$ cat src/rtl/rv_instr_loader.sv
`default_nettype none
// ============================================================================
// Module   : rv_instr_loader
// Brief    : Boot-time loader. Assembles a framed little-endian byte stream into
//            32-bit words, writes them into instruction memory and releases the
//            core once a frame with a valid XOR checksum has been loaded.
// Options  : define LDR_TIMEOUT_EN to enable the inter-byte idle timeout.
// Revision : 1.0 - initial release
// ============================================================================
module rv_instr_loader #(
    parameter int ADDR_W      = 16,
    parameter int BASE_ADDR   = 0,
    parameter int MAX_WORDS   = 1024,
    parameter int TIMEOUT_CYC = 65535
) (
    input  logic              clk,
    input  logic              rst,
    input  logic              start,
    input  logic [7:0]        rx_data,
    input  logic              rx_valid,
    output logic              rx_ready,
    output logic              instr_wr_en,
    output logic [ADDR_W-1:0] instr_addr_in,
    output logic [31:0]       instr_in,
    output logic              core_run,
    output logic              busy,
    output logic              err,
    output logic [1:0]        err_code,
    output logic [15:0]       words_loaded
);

    localparam logic [2:0] c_ST_IDLE = 3'd0;
    localparam logic [2:0] c_ST_LEN0 = 3'd1;
    localparam logic [2:0] c_ST_LEN1 = 3'd2;
    localparam logic [2:0] c_ST_DATA = 3'd3;
    localparam logic [2:0] c_ST_CSUM = 3'd4;
    localparam logic [2:0] c_ST_DONE = 3'd5;
    localparam logic [2:0] c_ST_ERR  = 3'd6;

    localparam logic [1:0] c_EC_NONE    = 2'b00;
    localparam logic [1:0] c_EC_LEN     = 2'b01;
    localparam logic [1:0] c_EC_CSUM    = 2'b10;
    localparam logic [1:0] c_EC_TIMEOUT = 2'b11;

    localparam logic [ADDR_W-1:0] c_BASE = ADDR_W'(BASE_ADDR);
    localparam logic [31:0]       c_MAX  = 32'(MAX_WORDS);

    logic [2:0]        r_state;
    logic [2:0]        w_state_nxt;
    logic [1:0]        w_err_code_nxt;
    logic              w_load_start;
    logic              w_accept;
    logic              w_busy;
    logic              w_timeout;
    logic [15:0]       w_len;
    logic              w_len_too_big;
    logic              w_last_word;

    logic [15:0]       r_len;
    logic [7:0]        r_csum;
    logic [1:0]        r_byte_idx;
    logic [23:0]       r_asm;
    logic              r_wr_en;
    logic [ADDR_W-1:0] r_addr;
    logic [31:0]       r_data;
    logic [15:0]       r_words;
    logic [1:0]        r_err_code;

    assign w_busy        = (r_state == c_ST_LEN0) || (r_state == c_ST_LEN1) ||
                           (r_state == c_ST_DATA) || (r_state == c_ST_CSUM);
    assign w_accept      = rx_valid & w_busy;
    assign w_len         = {rx_data, r_len[7:0]};
    assign w_len_too_big = ({16'd0, w_len} > c_MAX);
    assign w_last_word   = (r_words == (r_len - 16'd1));

`ifdef LDR_TIMEOUT_EN
    localparam int c_TO_W = $clog2(TIMEOUT_CYC + 1);

    logic [c_TO_W-1:0] r_idle_cnt;

    // Idle cycles since the last accepted byte while a frame is open.
    always_ff @(posedge clk or posedge rst) begin
        if (rst) begin
            r_idle_cnt <= '0;
        end else if (!w_busy || w_accept) begin
            r_idle_cnt <= '0;
        end else begin
            r_idle_cnt <= r_idle_cnt + c_TO_W'(1);
        end
    end

    assign w_timeout = w_busy && !w_accept && (r_idle_cnt == c_TO_W'(TIMEOUT_CYC - 1));
`else
    localparam int c_unused_timeout = TIMEOUT_CYC;

    assign w_timeout = 1'b0;
`endif

    always_ff @(posedge clk or posedge rst) begin
        if (rst) begin
            r_state <= c_ST_IDLE;
        end else begin
            r_state <= w_state_nxt;
        end
    end

    always_comb begin
        w_state_nxt    = r_state;
        w_err_code_nxt = r_err_code;
        w_load_start   = 1'b0;
        rx_ready       = w_busy;
        busy           = w_busy;
        core_run       = (r_state == c_ST_DONE);
        err            = (r_state == c_ST_ERR);

        case (r_state)
            c_ST_IDLE, c_ST_DONE, c_ST_ERR: begin
                if (start) begin
                    w_state_nxt    = c_ST_LEN0;
                    w_err_code_nxt = c_EC_NONE;
                    w_load_start   = 1'b1;
                end
            end
            c_ST_LEN0: begin
                if (w_accept) begin
                    w_state_nxt = c_ST_LEN1;
                end
            end
            c_ST_LEN1: begin
                if (w_accept) begin
                    if (w_len == 16'd0) begin
                        w_state_nxt = c_ST_CSUM;
                    end else if (w_len_too_big) begin
                        w_state_nxt    = c_ST_ERR;
                        w_err_code_nxt = c_EC_LEN;
                    end else begin
                        w_state_nxt = c_ST_DATA;
                    end
                end
            end
            c_ST_DATA: begin
                if (w_accept && (r_byte_idx == 2'd3) && w_last_word) begin
                    w_state_nxt = c_ST_CSUM;
                end
            end
            c_ST_CSUM: begin
                if (w_accept) begin
                    if (rx_data == r_csum) begin
                        w_state_nxt = c_ST_DONE;
                    end else begin
                        w_state_nxt    = c_ST_ERR;
                        w_err_code_nxt = c_EC_CSUM;
                    end
                end
            end
            default: begin
                w_state_nxt = c_ST_IDLE;
            end
        endcase

        // An accepted byte always beats the idle timeout, since w_timeout requires !w_accept.
        if (w_timeout) begin
            w_state_nxt    = c_ST_ERR;
            w_err_code_nxt = c_EC_TIMEOUT;
        end
    end

    always_ff @(posedge clk or posedge rst) begin
        if (rst) begin
            r_len      <= '0;
            r_csum     <= '0;
            r_byte_idx <= '0;
            r_asm      <= '0;
            r_wr_en    <= 1'b0;
            r_addr     <= '0;
            r_data     <= '0;
            r_words    <= '0;
            r_err_code <= c_EC_NONE;
        end else begin
            r_wr_en    <= 1'b0;
            r_err_code <= w_err_code_nxt;

            if (w_load_start) begin
                r_len      <= '0;
                r_csum     <= '0;
                r_byte_idx <= '0;
                r_words    <= '0;
            end

            if (w_accept) begin
                r_csum <= r_csum ^ rx_data;
                case (r_state)
                    c_ST_LEN0: r_len[7:0]  <= rx_data;
                    c_ST_LEN1: r_len[15:8] <= rx_data;
                    c_ST_DATA: begin
                        r_byte_idx <= r_byte_idx + 2'd1;
                        case (r_byte_idx)
                            2'd0:    r_asm[7:0]   <= rx_data;
                            2'd1:    r_asm[15:8]  <= rx_data;
                            2'd2:    r_asm[23:16] <= rx_data;
                            default: begin
                                // Final byte goes straight to the write port; r_words is the word index.
                                r_wr_en <= 1'b1;
                                r_data  <= {rx_data, r_asm};
                                r_addr  <= c_BASE + ADDR_W'({r_words, 2'b00});
                                r_words <= r_words + 16'd1;
                            end
                        endcase
                    end
                    default: begin
                    end
                endcase
            end
        end
    end

    assign instr_wr_en   = r_wr_en;
    assign instr_addr_in = r_addr;
    assign instr_in      = r_data;
    assign err_code      = r_err_code;
    assign words_loaded  = r_words;

endmodule
`default_nettype wire
$ cat config.mk
export PLATFORM = sky130hd
export DESIGN_NAME = rv_instr_loader
export DESIGN_NICKNAME = d
export VERILOG_FILES = /design/src/rtl/rv_instr_loader.sv
export SDC_FILE = /design/constraint.sdc
export NUM_CORES = 1
export LEC_CHECK = 0
export BUFFER_PORTS_ARGS = -buffer_cell sky130_fd_sc_hd__buf_2
export CELL_PAD_IN_SITES_DETAIL_PLACEMENT = 1
export CELL_PAD_IN_SITES_GLOBAL_PLACEMENT = 2
export CORE_ASPECT_RATIO = 0.9
export CORE_UTILIZATION = 35
export CTS_BUF_LIST = sky130_fd_sc_hd__clkbuf_16
export DETAILED_ROUTE_END_ITERATION = 8
export PLACE_DENSITY = 0.79
export SLEW_MARGIN = 20
export SYNTH_ARGS = -nofsm -noshare
export SYNTH_HDL_FRONTEND = slang
export SYNTH_SLANG_ARGS = --single-unit
$ cat constraint.sdc
create_clock -name clk -period 3.95 [get_ports clk]
set_input_delay 0.395 -clock clk [delete_from_list [all_inputs] [get_ports clk]]
set_output_delay 0.395 -clock clk [all_outputs]
set_load 0.02 [all_outputs]
# [After elaboration in Yosys (flattened, before gate mapping)]
# Cells that the tools add are included.
[op_classes] add_sub_neg=3 n_lt_le_gt_ge=1 n_eq_ne=19 muxes=34 bitwise_logic=3 n_reduce_logical=18
[ops] operator="2-to-1 mux 16 bit" count=6
[ops] operator="2-to-1 mux 8 bit" count=4
[ops] operator="2-to-1 mux 3 bit" count=7
[ops] operator="2-to-1 mux 2 bit" count=10
[ops] operator="adder 16 x 1 -> 16 bit (second input constant)" count=1
[ops] operator="equality test 16 bit" count=1
[ops] operator="greater-than comparator 16 x 11 -> 1 bit (second input constant)" count=1
[ops] operator="zero test 16 bit" count=1
[ops] operator="subtractor 16 x 1 -> 16 bit (second input constant)" count=1
[ops] operator="one-hot mux 3 bit (5 select lines)" count=1
[ops] operator="!= test 2 bit (second input constant)" count=7
[ops] operator="AND reduction 3 bit" count=4
[ops] operator="equality test 3 bit (second input constant)" count=3
[ops] operator="equality test 8 bit" count=1
[ops] operator="bitwise XOR 8 bit" count=1
[ops] operator="AND reduction 7 bit" count=1
[ops] operator="equality test 3 x 2 -> 1 bit (second input constant)" count=2
[ops] operator="one-hot mux 2 bit (3 select lines)" count=1
[ops] operator="OR reduction 3 bit" count=2
[ops] operator="2-to-1 mux 1 bit" count=5
[ops] operator="AND reduction 5 bit" count=1
[ops] operator="equality test 2 bit (second input constant)" count=2
[ops] operator="equality test 3 x 1 -> 1 bit (second input constant)" count=1
[ops] operator="zero test 3 bit" count=1
[ops] operator="10 further kinds" count=13
[totals] regBits=118 inputBits=12 out_inout_bits=71 wordCells=90

# [Longest topological paths before layout]
[depth] ltp_word=9 depth_mapped=10 ltp_nobuf=9

# [Least setup slack after synthesis]
# OpenSTA, ideal clock, no wires.
[synth_path] path_type="register -> register" start="register r_words[9] (netlist: words_loaded[9])" end="register r_state[1]" setup_time_ns=0.138 t_arrival_ns=2.080 required_ns=3.812 slack_ns=1.732 stages_incl_launch_ff=8 n_path_buf=0 path_cell_list="dfrtp_1 or4b_2 o41ai_2 o221ai_1 a211oi_1 and4_1 a211o_1 o2111ai_2"
[synth_between] elab_chain_cells=4
[synth_lines] element="start: declaration" line="66" rtl="logic [15:0] r_words;"
[synth_lines] element="start signal: assignment" line="206" rtl="r_words <= r_words + 16'd1;"
[synth_lines] element="equality test 16 bit" line="74" rtl="assign w_last_word = (r_words == (r_len - 16'd1));"
[synth_lines] element="logical AND 1 bit" line="142" rtl="if (w_accept && (r_byte_idx == 2'd3) && w_last_word) begin"
[synth_lines] element="!= test 2 x 1 -> 1 bit (no source line)"
[synth_lines] element="AND reduction 5 bit (no source line)"
[synth_lines] element="end signal: assignment" line="101" rtl="r_state <= c_ST_IDLE;"
[synth_lines] element="end signal: assignment" line="103" rtl="r_state <= w_state_nxt;"
[synth_lines] element="end: declaration" line="48" rtl="logic [2:0] r_state;"
# No other way between the ends.
# A chain may end at the register's enable or synchronous reset.

# [Final worst setup path]
[layout_path] start="register r_len[0]" end="register r_state[1]"
[layout_between] elab_chain_cells=5 word_cells_on_any_way=9 cone_classes="add/sub: 1; eq/ne: 2; mux: 3; reduce/logical: 3"
[layout_lines] element="start: declaration" line="59" rtl="logic [15:0] r_len;"
[layout_lines] element="start signal: assignment" line="193" rtl="c_ST_LEN0: r_len[7:0] <= rx_data;"
[layout_lines] element="subtractor 16 x 1 -> 16 bit" line="74"
[layout_lines] element="equality test 16 bit" line="74"
[layout_lines] element="logical AND 1 bit" line="142"
[layout_lines] element="!= test 2 x 1 -> 1 bit (no source line)"
[layout_lines] element="AND reduction 5 bit (no source line)"
# Parallel ways exist; a longest one is shown, timed or not. The select of a mux whose other input is x is not followed.

==> impl_metrics.toml <==
[detailed_routing]
routedWlPerCell_um = 17.7
routed_wl_um = 16400
route.detailed.drc = 14
vias_per_cell = 5.23
first_pass_iters = 6
drt-initial-drc-count = 279
vias = 4858
ant_nets = 0

[timing]
finalCritPeriodShare_pct = 64.4
fin_tns_setup_ps = 0
maxSlewHeadroom_pct = 49.1
min_period_ps = 2540
finalHoldViolations = 0
setup_viol = 0
fin_skew_ps = 6.67
worstMarginPinSlew_ps = 763
finalMaxSlewViolations = 0
grt_setup_unrepaired = "no"
fin_ws_ps = 1410
fmax_mhz = 393

[layout]
drive_gt1_share_pct = 21.5
syn_to_final_growth_pct = 18.5
nNetsFinal = 728
antenna_cells = 0
fill_cells = 1904

[worst_setup_path]
crit_arrival_ps = 2830
crit_buf_inv = 1
critPathMaxStageDelay_ps = 440
worstSetupStartpointType = "register"
crit_chain = "inv_1, ha_1, o21ba_2, a221oi_1, o221ai_1, a211oi_1, and4_1, a211o_1, o2111ai_2"
cp_top_family = "compound AO/OA/AOI/OAI gates"
required_ps = 4230
critPathSlowestCell = "dfrtp_1"
crit_path_end_kind = "register"
critical_path.max_fanout = 13
path_class = "reg2reg"

[power]
pwr-share-seq_pct = 42.4
leakagePower_nw = 3.47
switching_share_pct = 33.8
combPwrFrac_pct = 23.4
p_sw_mw = 1.41
power_density_nw_per_um2 = 602
ir_drop_uv = 362
clockPowerShare_pct = 34.2
power.internal_mw = 2.76

[yosys]
ys_seq_area_share_pct = 50.6
yosysTopAreaCellShare_pct = 50.6
synth.area.top_cells = "dfrtp_1, nand2_1, mux2_2, xor2_1, o21ai_0"
synth.distinct_cells = 53
synthTopCellsByCount = "nand2_1, dfrtp_1, clkbuf_1"
yosysTopAreaCell = "dfrtp_1"
async_reset_ff_share_pct = 100
syn_area_um2 = 5840
synth_seq_cells = 118
synth_edf_count = 0
yosysMostFrequentCell = "nand2_1"
synth-main-ff-cell = "dfrtp_1"
syn_avg_cell_area_um2 = 9.07
syn_inst = 644
yosys_warnings = 0

[clock_tree]
cts_buffers = 17
cts-root-buf = "clkbuf_16"
htree_levels = 4
worstSkewPairLatency_ps = 420
cts.repair.resized = 0
clockBufferDepth = 2
cts_tree = "built"
holdBufCountCts = 0
path_clk_slew_ps = 60
cts_num_sinks = 118
postCtsSetupRepairBufs = 0

[outcome]
status = "finished with violations"
violations = "design-rule violations"

[placement]
hpwl_um = 11200
port_buffers = 80
gp_congestion = 0.826
post-place-ws_ps = 1430

[die]
dieHeight_um = 125
dieArea_um2 = 17200
io_pins = 83
start_util_pct = 35.9
die_w_um = 138
rows = 44
core_area_um2 = 16200

[global_routing]
antenna_found_initial = 0
grt_max_degree = 84
grt_most_used_layer = "met2"
grt_pass1_vias = 5258
grt.met3_usage_pct = 4.61
use_met2_pct = 32.5
grt_overflow = 0
grtUsageMet1_pct = 27.9
grtUsageTotal_pct = 20.6
grt_first_pass_wirelength_um = 27600

[job]
cap_viol_max_count = 0

[min_path]
worst_hold_path_type = "in2async"
-- state kept, by name, summed over array words and instances (netlist names) --
name	flops
r_asm	24
r_state	3
words_loaded	16
r_csum	8
instr_in	32
r_len	16
instr_wr_en	1
instr_addr_in	14
err_code	2
r_byte_idx	2
-- worst paths after layout --
check | cells past startpoint | slack [ps] | start | to
setup / recovery | 9 | 1410 | r_len[0] | r_state[1]
hold / removal | 2 | 120 | rst | instr_wr_en
setup reg to reg | 9 | 1410 | r_len[0] | r_state[1]
hold reg to reg | 2 | 460 | r_asm[8] | instr_in[8]
max in group asynchronous | 3 | 3050 | rst | r_csum[3]
min in group clk | 3 | 330 | rx_data[7] | r_len[15]
-- worst register-to-register path, stage by stage, from the launching register on --
cell	delay [ps]
dfrtp_1	440
inv_1	90
ha_1	360
o21ba_2	260
a221oi_1	310
o221ai_1	190
a211oi_1	190
and4_1	270
a211o_1	170
o2111ai_2	120
-- power by group through the flow --
stage / combinational, mW / sequential, mW / clock [mW]
6_report: 0.977 / 1.77 / 1.42
5_1_grt: 1.08 / 1.82 / 1.49
4_1_cts: 0.994 / 1.77 / 1.45
3_5_place_dp: 0.991 / 1.79 / 0
3_3_place_gp: 0.962 / 1.77 / 0
2_1_floorplan: 0.455 / 1.95 / 0
-- layout by cell type (no fill, tap or decap), drive strengths merged, types with 3 or more instances in the layout --
cell | netlist | final
inv | 18 | 18
or4 | 4 | 4
nand4 | 8 | 8
nor3 | 6 | 6
buf | 11 | 86
or3 | 3 | 3
nor2 | 20 | 20
nand2b | 12 | 12
clkinv | 0 | 9
dfrtp | 118 | 118
xor2 | 17 | 17
ha | 7 | 7
o211ai | 4 | 4
mux2i | 11 | 11
a31oi | 3 | 3
and3 | 4 | 4
xnor2 | 10 | 10
a21oi | 11 | 11
nor4 | 10 | 10
and2 | 4 | 4
nand3 | 19 | 19
mux2 | 27 | 27
o21ai | 30 | 30
o22ai | 5 | 5
clkbuf | 30 | 17
o31ai | 4 | 4
nor2b | 4 | 4
clkinvlp | 0 | 5
and4 | 5 | 5
nand2 | 218 | 218
-- area by class of cell --
cell class / count / area (um2) / area share [%]
sequential: 118 / 2950 / 42.7
multi-input combinational: 468 / 2650 / 38.3
timing repair buffer: 86 / 445 / 6.44
clock buffer: 17 / 425 / 6.15
tap: 207 / 259 / 3.74
clock inverter: 15 / 115 / 1.66
inverter: 18 / 72.6 / 1.05
-- cells by family (layout without fill, tap and decap cells) --
kind of cell | count (synthesis) | after routing | share of synthesized area, %
simple gates | 321 | 321 | 24.5
flops | 118 | 118 | 50.6
compound gates | 73 | 73 | 7.97
buf+inv | 59 | 136 | 4.20
mux | 38 | 38 | 7.09
xor+xnor | 27 | 27 | 4.05
fa+ha+maj | 7 | 7 | 1.50
other cells | 1 | 2 | 0.0642
-- stage by stage --
| stage | hold WS, ps | area, um2 | util (%) | power, mW | std cells |
|---|---|---|---|---|---|
| floorplan | 433 | 5840 | - | 2.40 | 645 |
| global placement | 447 | 6370 | 39.2 | 2.73 | 897 |
| detailed placement | 450 | 6370 | 39.2 | 2.78 | 897 |
| CTS | 271 | 6910 | 42.6 | 4.21 | 929 |
| global route | 183 | 6920 | 42.6 | 4.39 | 929 |
| finish | 120 | 6920 | 42.6 | 4.17 | 929 |
-- routing by layer --
layer  share of wire, %  wire [um]  vias up
li1                   -          -     2277
met1                 48       7890     2457
met2                 47       7680      110
met3                4.0        661       14
met4                1.1        188        0
met5                  0          0        -
Power figures use the tool's default switching activity.
